### src/rtl/fifo_burst_pkg.sv
// Shared types and default widths for the FIFO burst drain engine.
package fifo_burst_pkg;

  localparam int unsigned DEF_DATA_WIDTH = 8;
  localparam int unsigned DEF_LEN_WIDTH  = 8;
  localparam int unsigned DEF_CNT_WIDTH  = 16;

  typedef enum logic [2:0] {
    IDLE    = 3'd0,
    FETCH   = 3'd1,
    CAPTURE = 3'd2,
    SEND    = 3'd3,
    FINISH  = 3'd4
  } state_e;

endpackage

### src/rtl/fifo_burst_drain.sv
// Drains an upstream synchronous FIFO in length-programmed bursts onto a
// valid/ready stream, flagging the last beat and counting completed bursts.
module fifo_burst_drain
  import fifo_burst_pkg::*;
#(
  parameter int unsigned DATA_WIDTH = DEF_DATA_WIDTH,
  parameter int unsigned LEN_WIDTH  = DEF_LEN_WIDTH,
  parameter int unsigned CNT_WIDTH  = DEF_CNT_WIDTH
) (
  input  logic                  clk,
  input  logic                  rst,
  input  logic                  start,
  input  logic [LEN_WIDTH-1:0]  burst_len,
  input  logic                  abort,
  output logic                  fifo_rd_en,
  input  logic                  fifo_empty,
  input  logic [DATA_WIDTH-1:0] fifo_data,
  output logic                  out_valid,
  input  logic                  out_ready,
  output logic [DATA_WIDTH-1:0] out_data,
  output logic                  out_last,
  output logic                  busy,
  output logic                  done,
  output logic [CNT_WIDTH-1:0]  burst_count
);

  state_e                r_state, w_state;
  logic [LEN_WIDTH-1:0]  r_len, w_len;
  logic [LEN_WIDTH-1:0]  r_beat, w_beat;
  logic                  r_aborted, w_aborted;
  logic                  r_valid, w_valid;
  logic                  r_last, w_last;
  logic [DATA_WIDTH-1:0] r_data, w_data;
  logic                  r_busy, w_busy;
  logic                  r_done, w_done;
  logic [CNT_WIDTH-1:0]  r_count, w_count;
  logic                  w_hs;

  assign w_hs = r_valid && out_ready;

  // Next-state and datapath update; fifo_rd_en is the one combinational output.
  always_comb begin
    w_state    = r_state;
    w_len      = r_len;
    w_beat     = r_beat;
    w_aborted  = r_aborted;
    w_valid    = r_valid;
    w_last     = r_last;
    w_data     = r_data;
    w_count    = r_count;
    w_done     = 1'b0;
    fifo_rd_en = 1'b0;
    unique case (r_state)
      IDLE: begin
        if (start) begin
          w_len   = burst_len;
          w_beat  = '0;
          w_state = (burst_len == '0) ? FINISH : FETCH;
        end
      end
      FETCH: begin
        if (abort) begin
          w_aborted = 1'b1;
          w_state   = FINISH;
        end else begin
          fifo_rd_en = !fifo_empty;
          if (!fifo_empty) w_state = CAPTURE;
        end
      end
      CAPTURE: begin
        // FIFO output moves on while we wait in SEND, so hold our own copy.
        w_data  = fifo_data;
        w_valid = 1'b1;
        w_last  = (r_beat == r_len - LEN_WIDTH'(1));
        w_state = SEND;
      end
      SEND: begin
        if (w_hs) begin
          w_valid = 1'b0;
          w_beat  = r_beat + LEN_WIDTH'(1);
          w_state = r_last ? FINISH : FETCH;
        end
      end
      FINISH: begin
        w_done = 1'b1;
        if (!r_aborted && (r_len != '0)) w_count = r_count + CNT_WIDTH'(1);
        w_last    = 1'b0;
        w_aborted = 1'b0;
        w_state   = IDLE;
      end
      default: w_state = IDLE;
    endcase
    w_busy = (w_state != IDLE);
  end

  always_ff @(posedge clk) begin
    if (rst) r_state <= IDLE;
    else     r_state <= w_state;
  end

  always_ff @(posedge clk) begin
    if (rst) begin
      r_len     <= '0;
      r_beat    <= '0;
      r_aborted <= 1'b0;
      r_valid   <= 1'b0;
      r_last    <= 1'b0;
      r_data    <= '0;
      r_busy    <= 1'b0;
      r_done    <= 1'b0;
      r_count   <= '0;
    end else begin
      r_len     <= w_len;
      r_beat    <= w_beat;
      r_aborted <= w_aborted;
      r_valid   <= w_valid;
      r_last    <= w_last;
      r_data    <= w_data;
      r_busy    <= w_busy;
      r_done    <= w_done;
      r_count   <= w_count;
    end
  end

  assign out_valid   = r_valid;
  assign out_data    = r_data;
  assign out_last    = r_last;
  assign busy        = r_busy;
  assign done        = r_done;
  assign burst_count = r_count;

endmodule

### config.mk
export PLATFORM = sky130hd
export DESIGN_NAME = fifo_burst_drain
export DESIGN_NICKNAME = d
export VERILOG_FILES = /design/src/rtl/fifo_burst_pkg.sv /design/src/rtl/fifo_burst_drain.sv
export SDC_FILE = /design/constraint.sdc
export NUM_CORES = 1
export LEC_CHECK = 0
export ABC_AREA = 1
export BUFFER_PORTS_ARGS = -buffer_cell sky130_fd_sc_hd__buf_2
export CAP_MARGIN = 20
export CORE_UTILIZATION = 30
export CTS_CLUSTER_SIZE = 40
export DETAILED_ROUTE_END_ITERATION = 8
export PLACE_DENSITY = 0.56
export SYNTH_ARGS = -nofsm -noshare
export SYNTH_HDL_FRONTEND = slang
export SYNTH_SLANG_ARGS = --single-unit
### constraint.sdc
create_clock -name clk -period 1.8 [get_ports clk]
set_input_delay 0.36 -clock clk [delete_from_list [all_inputs] [get_ports clk]]
set_output_delay 0.36 -clock clk [all_outputs]
set_load 0.005 [all_outputs]
==> impl_results.md <==
- Sequential area share after synthesis: a little under two fifths
- H-tree lvl count: 2
- R2R setup slack: roughly 0.28 ns
- WP data arrival: ~1.3 ns
- Synthesized Nets: about 400
- Initial Util: between 30% and 40%
- Post-synthesis register bit count: 48
- Final instance area: about 3000 um2
- Final hold vios: 0
- Syn_area_per_cell: about 6.6 um2
- Int Power: roughly 0.0015 W
- Register clock-pin slew on the reported worst setup and hold paths: approximately 0.10 ns
- Clock Tree Root: clkbuf_8
- Max-Cap Viols: 0
- First-pass GRT wire length: 10.3 mm
- Critical Path Start Type: flop
- Antenna fix cells: 0
- Clock Power Share: 32.0%
- # rows: 33
- WL final: around 6 mm
- Final number of max-transition violations: 0
- Port Buffers: 50
- Critical Path End Type: output port
- R2R depth: 11
- I/O pin count: 51
- Via Count: about 2500
- Leak pwr: 1.33 nW
- Nets@finish: about 460
- Vias per cell: 4.68
- PD cells: approximately 700 nW/um2
- Setup TNS: 0 ns
- Number of global-route vias before repair: between 2000 and 2500
- Max_slew headroom: between 60% and 70%
- Routability Congestion: 0.859
- Minimum clock period: about 1.6 ns
- RSZ-0062 raised after global routing: no
- Most frequent cell after synthesis: nand2_1
- DR iter-0 viols: slightly below 90
- Die ar.: 8910 um2
- Slew @ Worst Pin: around 0.57 ns
- Maximum vdd drop: about 0.00030 V
- Ys flop type: dfxtp_1
- Warnings, synthesis: 0
- P&R area growth vs syn: 17.8%
- Hold path depth: 3
- Status: finished clean
- Crit share post-route: just over 90%
- Fin worst setup slack: about 0.17 ns
- Worst skew pair latency: 0.30 ns
- Most frequent cells after synthesis: nand2_1 (97), dfxtp_1 (48), inv_1 (48)
- Antenna violations before repair: 0
- R2R Path End: r_beat[5]
- EDFF count, synth: 0
- Crit Reg-Reg Startpoint: r_state[1]
- Die Y-Extent: between 90 and 100 um
- Layout fillers: about 870
- Chip width: between 90 and 100 um
- Top-area cell type share of the netlist area: a little under two fifths
- Net Switching: 0.000605 W
- CTS Hold Bufs: 0
- Cells after synthesis: about 390
- Hold EP: out_data[6]
- Area leader, netlist: dfxtp_1
- Max clock buf depth: 2
- Fmax: 613 MHz
- Area of placed instances: slightly below 3000 um2
- Mapped cell area: 2560 um2
- Sw frac: 28.4%
- Routed length per instance: roughly 11 um
- Final ANT Viol Nets: 0
- Combinational power share: ~15%
- Proportion of layout cells with a drive suffix above 1: 18.7%
- WS Path Type: reg2out
- Worst endpoint required time: between 1 and 1.5 ns
- Clock skew: 0.0143 ns
- Detailed Place HPWL: between 4 and 5 mm
- Yosys cell types: 31
- All-layer global routing usage: between 10% and 20%
- Final Non-Filler Cells: between 500 and 600
- Min-Delay Path Class: in2reg
- CTS tree: done
- # DRC: 0
- Largest cells by area after synthesis: dfxtp_1 (38%), nand2_1 (14%), a21oi_1 (7.0%)
- Min-delay src: fifo_data[6]
- Post-Place Setup Slack: ~0.33 ns
- 1st-pass router iterations: 4
- Critical path launch point: r_state[0]
- WHS: between 0.3 and 0.4 ns
- Core box area: about 8200 um2
- Inst Count DP: between 500 and 600
- Reg power frac: 52.8%
- Final Setup Violations: 0
- CTS buffer count: 5
- Synth async-reset ratio: 0%
- Clock sinks: 48
- Largest net degree at the start of global routing: 28
- GR Overflow Total: 0
- Crit Path Max Fanout: 3
[cell type report]
| type | count | area, um2 | share of cell area [%] |
|---|---|---|---|
| Multi-Input combinational cell | 277 | 1350 | 44.8 |
| Sequential cell | 48 | 961 | 31.9 |
| Timing Repair Buffer | 55 | 288 | 9.54 |
| Inverter | 51 | 195 | 6.47 |
| Tap cell | 105 | 131 | 4.36 |
| Clock buffer | 6 | 82.6 | 2.74 |
| Clock inverter | 1 | 8.76 | 0.290 |
[worst max path at each step]
stage | depth (start not counted) | slack, ns | to
2_1_floorplan | 8 | 0.49 | burst_count[10]
3_3_place_gp | 11 | 0.33 | out_last
3_5_place_dp | 11 | 0.33 | r_beat[5]
4_1_cts | 5 | 0.06 | fifo_rd_en
5_1_grt | 5 | 0.04 | fifo_rd_en
6_report | 5 | 0.17 | fifo_rd_en
[power by group through the flow]
| stage | sequential [W] | combinational (W) | clock, W |
|---|---|---|---|
| floorplan | 0.00115 | 0.000232 | 0 |
| global placement | 0.00115 | 0.000325 | 0 |
| detailed placement | 0.00115 | 0.000326 | 0 |
| CTS | 0.00113 | 0.000327 | 0.000706 |
| global route | 0.00113 | 0.000370 | 0.000752 |
| finish | 0.00113 | 0.000324 | 0.000682 |
[sequential cells by signal (all words and copies together) (netlist names)]
name,flops
r_state,3
out_valid,1
r_len,8
burst_count,16
out_last,1
r_beat,8
done,1
out_data,8
busy,1
r_aborted,1
[worst max-delay path, stage by stage, from the launching register on]
cell and delay (ns):
dfxtp_1 0.40, inv_1 0.08, nor3_2 0.19, nand3_1 0.13, inv_1 0.07, buf_2 0.11
[per-layer routing]
| metal | global-route usage [%] | vias up | wire length, um |
|---|---|---|---|
| met5 | 0 | - | 0 |
| met4 | 3.85 | 0 | 69 |
| met3 | 2.98 | 5 | 216 |
| met2 | 25.0 | 47 | 2830 |
| met1 | 18.5 | 1136 | 3040 |
| li1 | - | 1353 | - |
[placed cells by master (no fill, tap or decap), types with 2 or more instances in the layout]
master,netlist,final
inv_1,48,48
xnor2_1,2,2
nand2_2,4,4
nor3_2,2,3
nor2_2,3,3
xor2_1,4,4
nor2_1,43,43
a31oi_1,2,2
ha_1,4,4
buf_4,0,5
nand3_1,32,32
dfxtp_1,48,48
nand2_4,2,2
nor3b_2,2,2
nand4_1,8,8
o21ai_1,7,7
o21ai_0,14,14
buf_2,5,50
clkbuf_8,0,6
nand2_1,97,97
nor3_1,9,8
a21oi_1,36,36
[what timing repair did]
item / in CTS / in global routing
resized for setup: 0 / 1
buffers inserted: 0 / 0
endpoints found under the setup margin: 0 / 1
[kinds of logic after synthesis]
kind of cell    count (synthesis)  synth area share, %
fa+ha+maj                       4                 1.96
buf+inv                        61                 9.92
xor+xnor                        6                 2.05
simple gates                  205                 36.0
compound gates                 62                 12.6
flops                          48                 37.5
[per-stage QoR]
| stage | power (W) | util [%] |
|---|---|---|
| floorplan | 0.00138 | - |
| global placement | 0.00148 | 35.5 |
| detailed placement | 0.00148 | 35.5 |
| CTS | 0.00216 | 36.7 |
| global route | 0.00226 | 36.7 |
| finish | 0.00213 | 36.7 |
No activity file was read; power rests on OpenSTA's default activity.
